[src/rtl/logic_healthcare_system_controller_if.sv]
// Bundles the patient-monitor abnormality flags and the registered warning code.
interface logic_healthcare_system_controller_if;
  logic       presureAbnormality;
  logic       bloodAbnormality;
  logic       fallDetected;
  logic       temperatureAbnormality;
  logic [1:0] nervousAbnormality;
  logic [2:0] abnormaliryWarning;

  modport master (
    output presureAbnormality,
    output bloodAbnormality,
    output fallDetected,
    output temperatureAbnormality,
    output nervousAbnormality,
    input  abnormaliryWarning
  );

  modport slave (
    input  presureAbnormality,
    input  bloodAbnormality,
    input  fallDetected,
    input  temperatureAbnormality,
    input  nervousAbnormality,
    output abnormaliryWarning
  );
endinterface

[src/rtl/logic_healthcare_system_controller.sv]
// Priority-encodes patient abnormality flags into a warning code; a raised code wins at once,
// a lowered code only takes effect after the current code has been held for three more edges.
module logic_healthcare_system_controller (
  input logic                                clock,
  input logic                                resetN,
  logic_healthcare_system_controller_if.slave hcIf
);

  logic [2:0] candidate;
  logic [2:0] warnQ, warnD;
  logic [1:0] holdCntQ, holdCntD;

  always_comb begin
    candidate = 3'd0;
    if (hcIf.fallDetected) begin
      candidate = 3'd7;
    end else if (hcIf.nervousAbnormality == 2'd3) begin
      candidate = 3'd6;
    end else if (hcIf.nervousAbnormality == 2'd2) begin
      candidate = 3'd5;
    end else if (hcIf.presureAbnormality) begin
      candidate = 3'd4;
    end else if (hcIf.bloodAbnormality) begin
      candidate = 3'd3;
    end else if (hcIf.temperatureAbnormality) begin
      candidate = 3'd2;
    end else if (hcIf.nervousAbnormality == 2'd1) begin
      candidate = 3'd1;
    end
  end

  always_comb begin
    warnD    = warnQ;
    holdCntD = holdCntQ;
    if (candidate >= warnQ || holdCntQ == 2'd0) begin
      // Equal codes also land here, which re-arms the hold window.
      warnD    = candidate;
      holdCntD = (candidate != 3'd0) ? 2'd3 : 2'd0;
    end else begin
      holdCntD = holdCntQ - 2'd1;
    end
  end

  always_ff @(posedge clock or negedge resetN) begin
    if (!resetN) begin
      warnQ    <= 3'd0;
      holdCntQ <= 2'd0;
    end else begin
      warnQ    <= warnD;
      holdCntQ <= holdCntD;
    end
  end

  assign hcIf.abnormaliryWarning = warnQ;

endmodule

[src/flat_wrapper.sv]
// flat-port wrapper written by rule: the top's interface ports become plain ports
module logic_healthcare_system_controller_flat 
  (clock, resetN, hcIf_presureAbnormality, hcIf_bloodAbnormality, hcIf_fallDetected, hcIf_temperatureAbnormality, hcIf_nervousAbnormality, hcIf_abnormaliryWarning);
  logic_healthcare_system_controller_if hcIf_i ();
  input logic clock;
  input logic resetN;
  input wire logic [$bits(hcIf_i.presureAbnormality)-1:0] hcIf_presureAbnormality;
  input wire logic [$bits(hcIf_i.bloodAbnormality)-1:0] hcIf_bloodAbnormality;
  input wire logic [$bits(hcIf_i.fallDetected)-1:0] hcIf_fallDetected;
  input wire logic [$bits(hcIf_i.temperatureAbnormality)-1:0] hcIf_temperatureAbnormality;
  input wire logic [$bits(hcIf_i.nervousAbnormality)-1:0] hcIf_nervousAbnormality;
  output wire logic [$bits(hcIf_i.abnormaliryWarning)-1:0] hcIf_abnormaliryWarning;
  assign hcIf_i.presureAbnormality = hcIf_presureAbnormality;
  assign hcIf_i.bloodAbnormality = hcIf_bloodAbnormality;
  assign hcIf_i.fallDetected = hcIf_fallDetected;
  assign hcIf_i.temperatureAbnormality = hcIf_temperatureAbnormality;
  assign hcIf_i.nervousAbnormality = hcIf_nervousAbnormality;
  assign hcIf_abnormaliryWarning = hcIf_i.abnormaliryWarning;
  logic_healthcare_system_controller u_core (.clock(clock), .resetN(resetN), .hcIf(hcIf_i));
endmodule
[config.mk]
export PLATFORM = sky130hd
export DESIGN_NAME = logic_healthcare_system_controller_flat
export DESIGN_NICKNAME = d
export VERILOG_FILES = /design/src/rtl/logic_healthcare_system_controller_if.sv /design/src/rtl/logic_healthcare_system_controller.sv /design/src/flat_wrapper.sv
export SDC_FILE = /design/constraint.sdc
export NUM_CORES = 1
export LEC_CHECK = 0
export ABC_AREA = 1
export BUFFER_PORTS_ARGS = -buffer_cell sky130_fd_sc_hd__buf_2
export CORE_AREA = 2 2 39 41
export CTS_CLUSTER_SIZE = 30
export DETAILED_ROUTE_END_ITERATION = 10
export DIE_AREA = 0 0 41 43
export MAX_ROUTING_LAYER = met4
export PLACE_DENSITY_LB_ADDON = 0.08
export SLEW_MARGIN = 20
export SYNTH_ARGS = -nofsm -noshare
export SYNTH_HDL_FRONTEND = slang
export SYNTH_SLANG_ARGS = --single-unit
[constraint.sdc]
create_clock -name clock -period 1.54 [get_ports clock]
set_clock_uncertainty 0.1 [all_clocks]
set_input_delay 0.077 -clock clock [delete_from_list [all_inputs] [get_ports clock]]
set_output_delay 0.077 -clock clock [all_outputs]
set_load 0.02 [all_outputs]
Word-level counts from Yosys, hierarchy flattened:

Index checks and enable logic that the tools add are counted.

* word-level logic and storage cells: 19
* output and inout bits: 3
* bits of input ports: 8
* register bits: 5

* add/sub/neg operators: 1
* reductions and logical operators: 3
* $lt $le $gt $ge: 1
* equality and inequality tests: 3
* multiplexer cells: 9

Operator list (count)
* 3-bit 2-to-1 mux: 6
* 2-bit == test, second input constant: 2
* 2-bit 2-to-1 mux: 2
* 3-bit greater-or-equal comparator: 1
* 3-bit nonzero test: 1
* 2-bit by 1-bit == test with 1-bit output, second input constant: 1
* 2-bit logical NOT: 1
* 2-bit by 1-bit subtractor with 2-bit output, second input constant: 1
* 1-bit logical OR: 1
* 1-bit 2-to-1 mux: 1

Longest topological paths before layout:

* word-level depth: 11
* gate-level depth with buffers: 12
* gate-level depth less buffers: 12

Worst setup path before layout:

Ideal clock, no wire load.

* path kind: reg2reg
* start point: reg u_core.warnQ[2] (netlist: u_core.hcIf.abnormaliryWarning[2])
* end point: reg u_core.holdCntQ[0]
* stages on the path, launching flop included: 9
* data required time: 1.322 ns
* period minus slack after synthesis: 1.593 ns
* setup time: 0.118 ns
* setup slack: -0.053 ns
* data arrival time: 1.376 ns
* path buffers: 0
* cell sequence: dfrtp_1 inv_1 ha_1 nand2_1 nand2_1 nor2_2 nand3_2 nand2_2 nand2_1

* longest elaborated chain between the ends: 3

Ends and longest elaborated chain
* start: declaration: RTL line logic_healthcare_system_controller.sv:10 `logic [2:0] warnQ, warnD;`
* start signal: assignment: RTL line logic_healthcare_system_controller.sv:49 `warnQ <= warnD;`
* 3-bit greater-or-equal comparator: RTL line logic_healthcare_system_controller.sv:35 `if (candidate >= warnQ || holdCntQ == 2'd0) begin`
* 1-bit logical OR: RTL line logic_healthcare_system_controller.sv:35
* 2-bit 2-to-1 mux: RTL line logic_healthcare_system_controller.sv:35
* via u_core.holdCntD[0]: RTL line logic_healthcare_system_controller.sv:11 `logic [1:0] holdCntQ, holdCntD;`
* end signal: assignment: RTL line logic_healthcare_system_controller.sv:50 `holdCntQ <= holdCntD;`
* end: declaration: RTL line logic_healthcare_system_controller.sv:11

The timed path passes the listed nets, and every way through them passes these cells.
A chain may end at the register's enable or synchronous reset.

Final worst setup path:

* start point: reg u_core.warnQ[1] (netlist: u_core.hcIf.abnormaliryWarning[1])
* end point: reg u_core.warnQ[0] (netlist: u_core.hcIf.abnormaliryWarning[0])

* longest elaborated chain between the ends: 2

Ends and longest elaborated chain (RTL line)
* 3-bit greater-or-equal comparator: logic_healthcare_system_controller.sv:35
* 1-bit logical OR: logic_healthcare_system_controller.sv:35

Every way passes these cells.

==> results list <==
- IO buf count: 10
- Fmax: 699 MHz
* Most frequent cells in the layout: sky130_fd_sc_hd__nand2_1 (17), sky130_fd_sc_hd__inv_1 (12), sky130_fd_sc_hd__buf_2 (10)
- Entering global routing, the biggest net connects 7 pins.
- After detailed placement, the total cell area comes to 505 um2.
- From synthesis to final layout, the design area changed by 48.0%.
- Clk buf depth: 2
* Total number of vias: 407
- Number of nets in the final layout: 90
- After detailed routing, the wire length on met1 is 407 um.
- Sequential share of the synthesized area: 32.7%
* Transition time at the pin with the least slew margin: 0.210 ns
* Unrepaired setup endpoints after global routing: false
* Nets in the synthesized netlist: 68
- The worst pin sits at a relative slew slack of 86.0%.
- Cts bufs inserted: 3
- The clock reaches the later pin of the worst-skew pair after 0.24 ns.
* Peak supply drop: 0.535 mV
- The run finished with clean final reports.
- Die X: 41 um
* GRT Overall Usage: 11.4%
* Crit path capture type: register
- For this block, the routed nets add up to 824 um of wire.
- In this run, the number of DRC markers left after iteration 0 of detailed routing was 1.
- Fill cell total of the finished layout: 161
- The tree is rooted in a sky130_fd_sc_hd__clkbuf_4.
- Routability-driven placement congestion ratio: 0.665
- In the routed layout, each cell is associated on average with a via count of 4.38.
- Overall power: 1020 uW
* Final Hold Viols: 0
* Number of failing setup endpoints in the final timing report: 0
- Number of flip-flops and latches in the synthesized netlist: 5
- Min setup slack post-route: 0.110 ns
- Overflow left after global routing: 0
- TritonCTS clock tree: done
- Leaving out fill and tap cells, the most frequent cell in the layout is sky130_fd_sc_hd__nand2_1.
* Number of max-capacitance violations reported: 0
* Final design utilization: 41.0%
* Total core area: 1380 um2
- Setup crit start kind: register
* Diode insertion count for antenna repair: 0
- Final slew viol count: 0
- For this run, the detailed router's first-pass iteration total came to 3.
- Avg Inst Size Synth: 6.84 um2
* Start-to-end type of the worst setup path: register to register
- In the final routed layout, each cell accounts on average for 8.86 um.
- Initial standard-cell utilization of the core: 27.7%
- Pre-CTS setup slack: -0.0664 ns
- Measured along the y axis, the die boundary spans 43 um.
- During synthesis, Yosys emitted a total of 0 warnings.
- In the routed design, unresolved DRC markers number 0.
- In this run the number of H-tree levels came out at 1.
* Via count of the first global-routing pass: 347
* Maximum fanout encountered on the critical timing path: 4
- Total number of clock tree sinks: 5
- Data on the critical path is required at its endpoint by 1.62 ns.
- Number of antenna-violating nets in the routed design: 0
* Pwr dens: 1800 nW/um2
* Arrival time of data at the critical path endpoint: 1.51 ns
- The floorplan has 14 rows.
* Final critical-path required period: 1.43 ns
- Leakage dissipation: 0.000326 uW
- The HPWL after detailed placement is 720 um.
- Ratio of cells with drive above 1 in the final layout: 36.4%
* Highest Signal Layer: met3
* Class of the most critical hold timing path: input port to async pin
- WL met3: 38 um
* Clock Pin Slew Worst Setup and Hold Paths: 0.04 ns
* Met2 Routed Length: 377 um
- Final cycle utilization of the critical path: 92.9%
* Number of top-level design ports: 11
- DIE AREA: 1760 um2
* Instance count of the mapped netlist: 56
- Final standard cell area without fillers: 567 um2
- Yosys mapped the design onto 12 distinct sky130hd cell types.
- The initial antenna violation count came to 0.
* Post-CTS Repair Setup Buffers: 0
* Cell area after synthesis: 383 um2
- Wire length of the first global-routing pass: 1340 um
==> worst max-delay path, stage by stage (launching register included) <==
cell                      delay (ns)
sky130_fd_sc_hd__dfrtp_2        0.36
sky130_fd_sc_hd__inv_1          0.05
sky130_fd_sc_hd__ha_1           0.29
sky130_fd_sc_hd__nand2_1        0.09
sky130_fd_sc_hd__nor2_2         0.05
sky130_fd_sc_hd__nor2_4         0.14
sky130_fd_sc_hd__buf_4          0.14
sky130_fd_sc_hd__nand4_1        0.08
sky130_fd_sc_hd__nand2_1        0.08
==> final cells by class <==
class                   instances  area [um2]  area share, %
multi-input cells              38         239           42.2
flip-flops and latches          5         128           22.5
repair buffers                 17         105           18.5
inverters                      13        48.8           8.61
clock buffers                   4        26.3           4.64
well taps                      16        20.0           3.53
==> sequential cells by signal, summed over array words and instances, names as in the netlist <==
name                            flops
u_core.hcIf.abnormaliryWarning      3
u_core.holdCntQ                     2
==> layer usage <==
metal / vias to the layer above / GRT usage [%]
met2: 9 / 16.6
met5: - / -
met1: 178 / 13.9
met3: 0 / 6.28
met4: 0 / 2.00
li1: 220 / -
==> synth_stat cells <==
| cell type | n | area [um2] |
|---|---|---|
| sky130_fd_sc_hd__o21ai_0 | 1 | 5.00 |
| sky130_fd_sc_hd__nand3_2 | 1 | 10.0 |
| sky130_fd_sc_hd__nand3_1 | 4 | 20.0 |
| sky130_fd_sc_hd__nor2_1 | 3 | 11.3 |
| sky130_fd_sc_hd__nand2_2 | 1 | 6.26 |
| sky130_fd_sc_hd__a21oi_1 | 1 | 5.00 |
| sky130_fd_sc_hd__nand2_1 | 17 | 63.8 |
| sky130_fd_sc_hd__nand4_1 | 5 | 31.3 |
| sky130_fd_sc_hd__ha_1 | 4 | 50.1 |
| sky130_fd_sc_hd__nor2_2 | 1 | 6.26 |
| sky130_fd_sc_hd__dfrtp_1 | 5 | 125 |
| sky130_fd_sc_hd__inv_1 | 13 | 48.8 |
==> final timing paths <==
check,from,cells after the start,to,slack [ns]
worst min-delay path,resetN,2,u_core.holdCntQ[0],0.08
max in group asynchronous,resetN,2,u_core.hcIf.abnormaliryWarning[1],1.12
worst max-delay path,u_core.hcIf.abnormaliryWarning[1],8,u_core.hcIf.abnormaliryWarning[0],0.11
worst min register to register,u_core.holdCntQ[0],3,u_core.holdCntQ[0],0.44
min in group clock,hcIf_fallDetected,5,u_core.holdCntQ[0],0.09
worst max register to register,u_core.hcIf.abnormaliryWarning[1],8,u_core.hcIf.abnormaliryWarning[0],0.11
==> metrics by stage <==
step | hold WS (ns) | instances | setup TNS, ns
finish | 0.0785 | 93 | 0
global route | 0.0972 | 93 | 0
CTS | 0.0735 | 93 | 0
detailed placement | -0.201 | 88 | -0.254
global placement | -0.200 | 88 | -0.319
floorplan | -0.319 | 56 | 0
==> report_power, final <==
| part | internal, uW | switching (uW) | total (uW) |
|---|---|---|---|
| clock | 97.9 | 52.4 | 150 |
| combinational | 259 | 370 | 629 |
| sequential | 204 | 39.2 | 243 |
==> kinds of logic after synthesis <==
logic type                 share of synthesized area [%]
DFF                                                 32.7
and+or+nand+nor                                     38.9
AOI/OAI and AO/OA                                   2.61
buffers and inverters                               12.7
adders and majority gates                           13.1
==> what timing repair did <==
item | in CTS | in global routing
endpoints found under the setup margin | 0 | 5
hold buffers | 1 | 0
gates resized for setup | 0 | 5
endpoints found under the hold margin | 5 | 0
No activity file was read; power rests on OpenSTA's default activity.
